File: config.mk
export PLATFORM = sky130hd
export DESIGN_NAME = frame_sequencer_flat
export DESIGN_NICKNAME = d
export VERILOG_FILES = /design/src/rtl/frame_sequencer_if.sv /design/src/rtl/frame_sequencer.sv /design/src/flat_wrapper.sv
export SDC_FILE = /design/constraint.sdc
export NUM_CORES = 1
export LEC_CHECK = 0
export CORE_MARGIN = 2
export CORE_UTILIZATION = 39
export DETAILED_ROUTE_END_ITERATION = 10
export PLACE_DENSITY_LB_ADDON = 0.1
export REMOVE_ABC_BUFFERS = 1
export SLEW_MARGIN = 20
export SYNTH_ARGS = -nofsm -noshare
export SYNTH_HDL_FRONTEND = slang
export SYNTH_SLANG_ARGS = --single-unit
File: constraint.sdc
create_clock -name clk -period 1.5 [get_ports clk]
set_input_delay 0.15 -clock clk [delete_from_list [all_inputs] [get_ports clk]]
set_output_delay 0.15 -clock clk [all_outputs]
set_load 0.01 [all_outputs]
File: src/rtl/frame_sequencer_if.sv
// Handshake bundle between the game engine, the frame sequencer and its three stage units.
interface frame_sequencer_if #(
  parameter int unsigned FCNT_W = 16
);
  logic              frame_tick;
  logic              pause;
  logic              clr_flags;
  logic              update_done;
  logic              collide_done;
  logic              render_done;
  logic              update_start;
  logic              collide_start;
  logic              render_start;
  logic              busy;
  logic [1:0]        stage;
  logic [FCNT_W-1:0] frame_count;
  logic              overrun;
  logic              timeout;

  modport master (
    output frame_tick, pause, clr_flags, update_done, collide_done, render_done,
    input  update_start, collide_start, render_start, busy, stage, frame_count,
           overrun, timeout
  );

  modport slave (
    input  frame_tick, pause, clr_flags, update_done, collide_done, render_done,
    output update_start, collide_start, render_start, busy, stage, frame_count,
           overrun, timeout
  );
endinterface

File: src/rtl/frame_sequencer.sv
// Per-frame UPDATE -> COLLIDE -> RENDER sequencer with sticky overrun/timeout flags.
// Optional stage watchdog enabled by defining FRAME_SEQ_WATCHDOG_EN.
module frame_sequencer #(
  parameter int unsigned WDOG_CYCLES = 1024,
  parameter int unsigned FCNT_W      = 16
) (
  input logic              clk,
  input logic              rst,
  frame_sequencer_if.slave bus
);
  localparam logic [1:0] IDLE    = 2'd0;
  localparam logic [1:0] UPDATE  = 2'd1;
  localparam logic [1:0] COLLIDE = 2'd2;
  localparam logic [1:0] RENDER  = 2'd3;

  if (WDOG_CYCLES < 2 || WDOG_CYCLES > 65535) begin : g_bad_wdog
    $error("frame_sequencer: WDOG_CYCLES must be within 2..65535");
  end

  logic [1:0]        state_q, state_d;
  logic              upd_start_q, upd_start_d;
  logic              col_start_q, col_start_d;
  logic              ren_start_q, ren_start_d;
  logic              busy_q, busy_d;
  logic [FCNT_W-1:0] fcnt_q, fcnt_d;
  logic              overrun_q, overrun_d;
  logic              stage_done;

`ifdef FRAME_SEQ_WATCHDOG_EN
  localparam int unsigned WDOG_W = $clog2(WDOG_CYCLES);

  logic [WDOG_W-1:0] wdog_q, wdog_d;
  logic              timeout_q, timeout_d;
`endif

  // State and output registers
  always_ff @(posedge clk or negedge rst) begin
    if (!rst) begin
      state_q     <= IDLE;
      upd_start_q <= 1'b0;
      col_start_q <= 1'b0;
      ren_start_q <= 1'b0;
      busy_q      <= 1'b0;
      fcnt_q      <= '0;
      overrun_q   <= 1'b0;
`ifdef FRAME_SEQ_WATCHDOG_EN
      wdog_q      <= '0;
      timeout_q   <= 1'b0;
`endif
    end else begin
      state_q     <= state_d;
      upd_start_q <= upd_start_d;
      col_start_q <= col_start_d;
      ren_start_q <= ren_start_d;
      busy_q      <= busy_d;
      fcnt_q      <= fcnt_d;
      overrun_q   <= overrun_d;
`ifdef FRAME_SEQ_WATCHDOG_EN
      wdog_q      <= wdog_d;
      timeout_q   <= timeout_d;
`endif
    end
  end

  // Next-state and next-output logic
  always_comb begin
    state_d     = state_q;
    upd_start_d = 1'b0;
    col_start_d = 1'b0;
    ren_start_d = 1'b0;
    fcnt_d      = fcnt_q;
    overrun_d   = overrun_q & ~bus.clr_flags;
`ifdef FRAME_SEQ_WATCHDOG_EN
    timeout_d   = timeout_q & ~bus.clr_flags;
    wdog_d      = '0;
`endif

    // A done is honoured only from the current stage and never in its own start cycle
    stage_done = ((state_q == UPDATE)  && bus.update_done  && !upd_start_q) ||
                 ((state_q == COLLIDE) && bus.collide_done && !col_start_q) ||
                 ((state_q == RENDER)  && bus.render_done  && !ren_start_q);

    case (state_q)
      IDLE: begin
        if (bus.frame_tick && !bus.pause) begin
          state_d     = UPDATE;
          upd_start_d = 1'b1;
        end
      end
      UPDATE: begin
        if (stage_done) begin
          state_d     = COLLIDE;
          col_start_d = 1'b1;
        end
      end
      COLLIDE: begin
        if (stage_done) begin
          state_d     = RENDER;
          ren_start_d = 1'b1;
        end
      end
      RENDER: begin
        if (stage_done) begin
          state_d = IDLE;
          fcnt_d  = fcnt_q + FCNT_W'(1);
        end
      end
      default: state_d = IDLE;
    endcase

    if (bus.frame_tick && (state_q != IDLE)) begin
      overrun_d = 1'b1;
    end

`ifdef FRAME_SEQ_WATCHDOG_EN
    // Counter is zero in each start cycle; expiry abandons the frame uncounted
    if ((state_q != IDLE) && !stage_done) begin
      if (wdog_q == WDOG_W'(WDOG_CYCLES - 1)) begin
        state_d   = IDLE;
        timeout_d = 1'b1;
      end else begin
        wdog_d = wdog_q + WDOG_W'(1);
      end
    end
`endif

    busy_d = (state_d != IDLE);
  end

  assign bus.update_start  = upd_start_q;
  assign bus.collide_start = col_start_q;
  assign bus.render_start  = ren_start_q;
  assign bus.busy          = busy_q;
  assign bus.stage         = state_q;
  assign bus.frame_count   = fcnt_q;
  assign bus.overrun       = overrun_q;
`ifdef FRAME_SEQ_WATCHDOG_EN
  assign bus.timeout       = timeout_q;
`else
  assign bus.timeout       = 1'b0;
`endif

endmodule

File: src/flat_wrapper.sv
// flat-port wrapper written by rule: the top's interface ports become plain ports
module frame_sequencer_flat 
#(
  parameter int unsigned WDOG_CYCLES = 1024,
  parameter int unsigned FCNT_W      = 16
)
  (clk, rst, bus_frame_tick, bus_pause, bus_clr_flags, bus_update_done, bus_collide_done, bus_render_done, bus_update_start, bus_collide_start, bus_render_start, bus_busy, bus_stage, bus_frame_count, bus_overrun, bus_timeout);
  frame_sequencer_if #(.FCNT_W(FCNT_W)) bus_i ();
  input logic clk;
  input logic rst;
  input wire logic [$bits(bus_i.frame_tick)-1:0] bus_frame_tick;
  input wire logic [$bits(bus_i.pause)-1:0] bus_pause;
  input wire logic [$bits(bus_i.clr_flags)-1:0] bus_clr_flags;
  input wire logic [$bits(bus_i.update_done)-1:0] bus_update_done;
  input wire logic [$bits(bus_i.collide_done)-1:0] bus_collide_done;
  input wire logic [$bits(bus_i.render_done)-1:0] bus_render_done;
  output wire logic [$bits(bus_i.update_start)-1:0] bus_update_start;
  output wire logic [$bits(bus_i.collide_start)-1:0] bus_collide_start;
  output wire logic [$bits(bus_i.render_start)-1:0] bus_render_start;
  output wire logic [$bits(bus_i.busy)-1:0] bus_busy;
  output wire logic [$bits(bus_i.stage)-1:0] bus_stage;
  output wire logic [$bits(bus_i.frame_count)-1:0] bus_frame_count;
  output wire logic [$bits(bus_i.overrun)-1:0] bus_overrun;
  output wire logic [$bits(bus_i.timeout)-1:0] bus_timeout;
  assign bus_i.frame_tick = bus_frame_tick;
  assign bus_i.pause = bus_pause;
  assign bus_i.clr_flags = bus_clr_flags;
  assign bus_i.update_done = bus_update_done;
  assign bus_i.collide_done = bus_collide_done;
  assign bus_i.render_done = bus_render_done;
  assign bus_update_start = bus_i.update_start;
  assign bus_collide_start = bus_i.collide_start;
  assign bus_render_start = bus_i.render_start;
  assign bus_busy = bus_i.busy;
  assign bus_stage = bus_i.stage;
  assign bus_frame_count = bus_i.frame_count;
  assign bus_overrun = bus_i.overrun;
  assign bus_timeout = bus_i.timeout;
  frame_sequencer #(.WDOG_CYCLES(WDOG_CYCLES), .FCNT_W(FCNT_W)) u_core (.clk(clk), .rst(rst), .bus(bus_i));
endmodule
==> flow_summary_export.csv <==
group,metric,value,unit
worst_hold_path,hold_path.class,"in -> async",
synthesis,top_post_synthesis_cells_by_count,"dfrtp_1, xnor2_1, nor2_1",
placed_design,dp_area,1400,µm²
drt,vias,761,
power_and_ir_drop,intPower,0.00128,W
clocking,cts_tree,"done",
drt,route.antenna.remaining_nets,0,
clocking,ctsHoldBuffers,0,
die,die_width,53.9,µm
global_routing,use_met1,18.6,%
synthesis,synth_top_cell_area_share,59.2,%
timing,hold_viol,0,
layout,area.growth.synth_to_final,51.5,%
clocking,cts_made_buffers,3,
setup_path,r2r-end,"u_core.bus.frame_count[15]",
setup_path,worst-setup-path-type,"reg -> reg",
synthesis,synth_cell_type_count,23,
power_and_ir_drop,seq_power_share,43.9,%
flow_run,maxCapViolCount,0,
die,ioPinCount,32,
setup_path,worst_setup_path_end_kind,"flop",
clocking,cts_htree_levels,1,
global_routing,grtUsageMet2,27.6,%
timing,max_clock_freq,681,MHz
setup_path,critical_path.reg2reg.startpoint,"u_core.bus.render_start",
timing,final.period_utilization,97.8,%
die,dieArea,2910,µm²
global_routing,met3_usage,3.89,%
clocking,cts.sinks,23,
layout,diodes,0,
synthesis,synth_area_per_cell,12.2,µm²
power_and_ir_drop,p_clk_share,15.2,%
placed_design,gpl.final_weighted_congestion,0.758,
power_and_ir_drop,post-layout-total-power,0.00187,W
clocking,ctsRootBufferMaster,"clkbuf_4",
placed_design,detailedPlacementHpwl,1.52,mm
synthesis,synth_area,972,µm²
drt,number_of_detailed_routing_iterations_run_before_antenna_repair,4,
layout,post_layout_nonfiller_instances,160,
placed_design,dp.cells,152,
clocking,clk_pin_slew_worst_paths,0.13,ns
timing,finalCriticalPeriod,1.47,ns
setup_path,worstPathBufferInverterCount,0,
power_and_ir_drop,power_switching,0.000586,W
setup_path,critical-path-top-delay-family,"simple AND/OR/NAND/NOR gates",
synthesis,synth_seq_cells,23,
synthesis,total_of_warnings_raised_by_yosys,0,
timing,finalSetupTns,0,ns
placed_design,port_buffers,30,
setup_path,crit_arrival,1.68,ns
clocking,insertion_delay,0.31,ns
timing,timing.clock.skew,0.0142,ns
die,rows,18,
timing,slew_viol_final,0,
synthesis,synth_sequential_area_ratio,59.2,%
synthesis,postSynthCellCount,80,
die,coreArea,2410,µm²
setup_path,worst_ep_required_time,1.72,ns
die,die-height,53.9,µm
clocking,max_clock_buf_depth,2,
global_routing,grt-ovfl-total,0,
layout,fraction_of_final_layout_cells_sized_beyond_drive_strength_1,20.8,%
setup_path,timing.critical_path.fanout_max,3,
setup_path,type_of_element_launching_the_critical_path,"flop",
drt,drc_errors,0,
drt,drt-vias-per-instance,4.76,
status,status,"finished clean",
layout,layout.core_utilization,61.1,%
setup_path,crit_path_max_incr_delay,0.40,ns
setup_path,crit_chain,"and4b_1 -> and4_4 -> or3b_1 -> xnor2_1",
setup_path,worstRegToRegCells,4,
global_routing,global_route_wire_length_before_repair,3.27,mm
timing,unrepaired_setup_endpoints_after_global_routing,"true",
synthesis,synth_most_common_cell,"dfrtp_1",
global_routing,grt_use_total,15.9,%
power_and_ir_drop,total_leakage_power,0.763,nW
setup_path,critical-path-slowest-cell,"dfrtp_1",
drt,drt-initial-drc-count,7,
power_and_ir_drop,power_frac_comb,40.9,%
synthesis,top_area_cells_in_the_synthesized_netlist,"dfrtp_1, xnor2_1, xor2_1",
synthesis,synth_area_leader_cell,"dfrtp_1",
global_routing,number_of_global_route_vias_before_repair,752,
global_routing,antenna_violations_before_repair,0,
power_and_ir_drop,pwr_density_cell,1270,nW/µm²
die,effective_utilization_at_floorplan,40.3,%
setup_path,worst-r2r-setup-slack,0.03,ns
layout,layout.cell_area.non_filler,1470,µm²
drt,wl_per_cell,12.6,µm
global_routing,grt_max_usage_layer,"met2",
synthesis,synth_ff_type,"dfrtp_1",
power_and_ir_drop,peakVddDrop,1.00,mV
drt,drt_wl_total,2.02,mm
synthesis,postSynth.asyncResetShare,100,%
timing,report.final.setup_viol,0,
global_routing,maximum_number_of_pins_on_one_net_before_global_route_repair,24,
power_and_ir_drop,power.share.switching,31.4,%
synthesis,synth-edff-count,0,
layout,num-nets-final,140,
[power groups by stage]
stage | logic (W) | clock network [W] | registers [W]
finish | 0.000764 | 0.000284 | 0.000819
global route | 0.000851 | 0.000314 | 0.000833
floorplan | 0.000202 | 0 | 0.000936
detailed placement | 0.000772 | 0 | 0.000837
CTS | 0.000747 | 0.000292 | 0.000823
global placement | 0.000765 | 0 | 0.000830
[timing repair]
item / 4_1_cts / 5_1_grt
setup buffers: 1 / 3
setup endpoints to repair: 4 / 11
resized for setup: 3 / 6
[sequential cells by signal, indices dropped and copies added (netlist names)]
name	cells
u_core.bus.busy	1
u_core.bus.stage	2
u_core.bus.render_start	1
u_core.bus.frame_count	16
u_core.bus.update_start	1
u_core.bus.overrun	1
u_core.bus.collide_start	1
[kinds of logic after synthesis]
logic type | after synthesis | synth area share, %
other cells | 1 | 0.386
fa+ha+maj | 1 | 1.29
buf+inv | 4 | 2.32
flops | 23 | 59.2
simple gates | 31 | 19.4
xor+xnor | 15 | 13.5
compound gates | 4 | 2.70
mux | 1 | 1.16
[worst register-to-register path: cells and delay by family (launching register included)]
kind	cells	cell delay, ns
DFF	1	0.40
and+or+nand+nor	3	0.86
xor gates and xnor gates	1	0.13
[area by class of cell]
class                   count  area (µm²)
clock buffers               3        22.5
clock inverters             1        5.00
multi-input cells          53         380
flip-flops and latches     23         576
inverters                   2        7.51
repair buffers             48         444
fillers                   215         937
well taps                  30        37.5
[how the worst max path moves through the flow]
stage	start	end	cells after the start
CTS	u_core.bus.frame_count[5]	bus_frame_count[5]	2
global route	u_core.bus.render_start	u_core.bus.frame_count[15]	4
detailed placement	bus_render_done	u_core.bus.frame_count[15]	5
floorplan	u_core.bus.stage[0]	u_core.bus.frame_count[15]	4
global placement	bus_render_done	u_core.bus.frame_count[15]	5
finish	u_core.bus.render_start	u_core.bus.frame_count[15]	4
[metal layers]
layer | share of wire, % | wire length (µm)
met1 | 44 | 895
met2 | 51 | 1030
met3 | 4.2 | 85
met4 | 0.49 | 10
met5 | 0 | 0
[placed cells by master, fill, tap and decap left out, types with 2 or more instances in the layout]
| cell type | n |
|---|---|
| nand2_1 | 6 |
| xnor2_1 | 11 |
| dlygate4sd2_1 | 3 |
| clkdlybuf4s50_1 | 22 |
| nand4_1 | 4 |
| clkbuf_4 | 3 |
| o21ai_0 | 2 |
| inv_1 | 2 |
| and4_4 | 2 |
| and2_1 | 3 |
| nand3_1 | 2 |
| dfrtp_1 | 23 |
| nor2_1 | 7 |
| xor2_1 | 4 |
| buf_4 | 18 |
| dlymetal6s2s_1 | 5 |
[metrics by stage]
step	hold slack (ns)	setup WS, ns
after floorplan	-0.146	-0.233
after global placement	0.438	-0.157
after global routing	0.195	-0.0101
after detailed placement	0.444	-0.163
final	0.173	0.0326
after CTS	0.178	0.000715
Power figures use the tool's default switching activity.
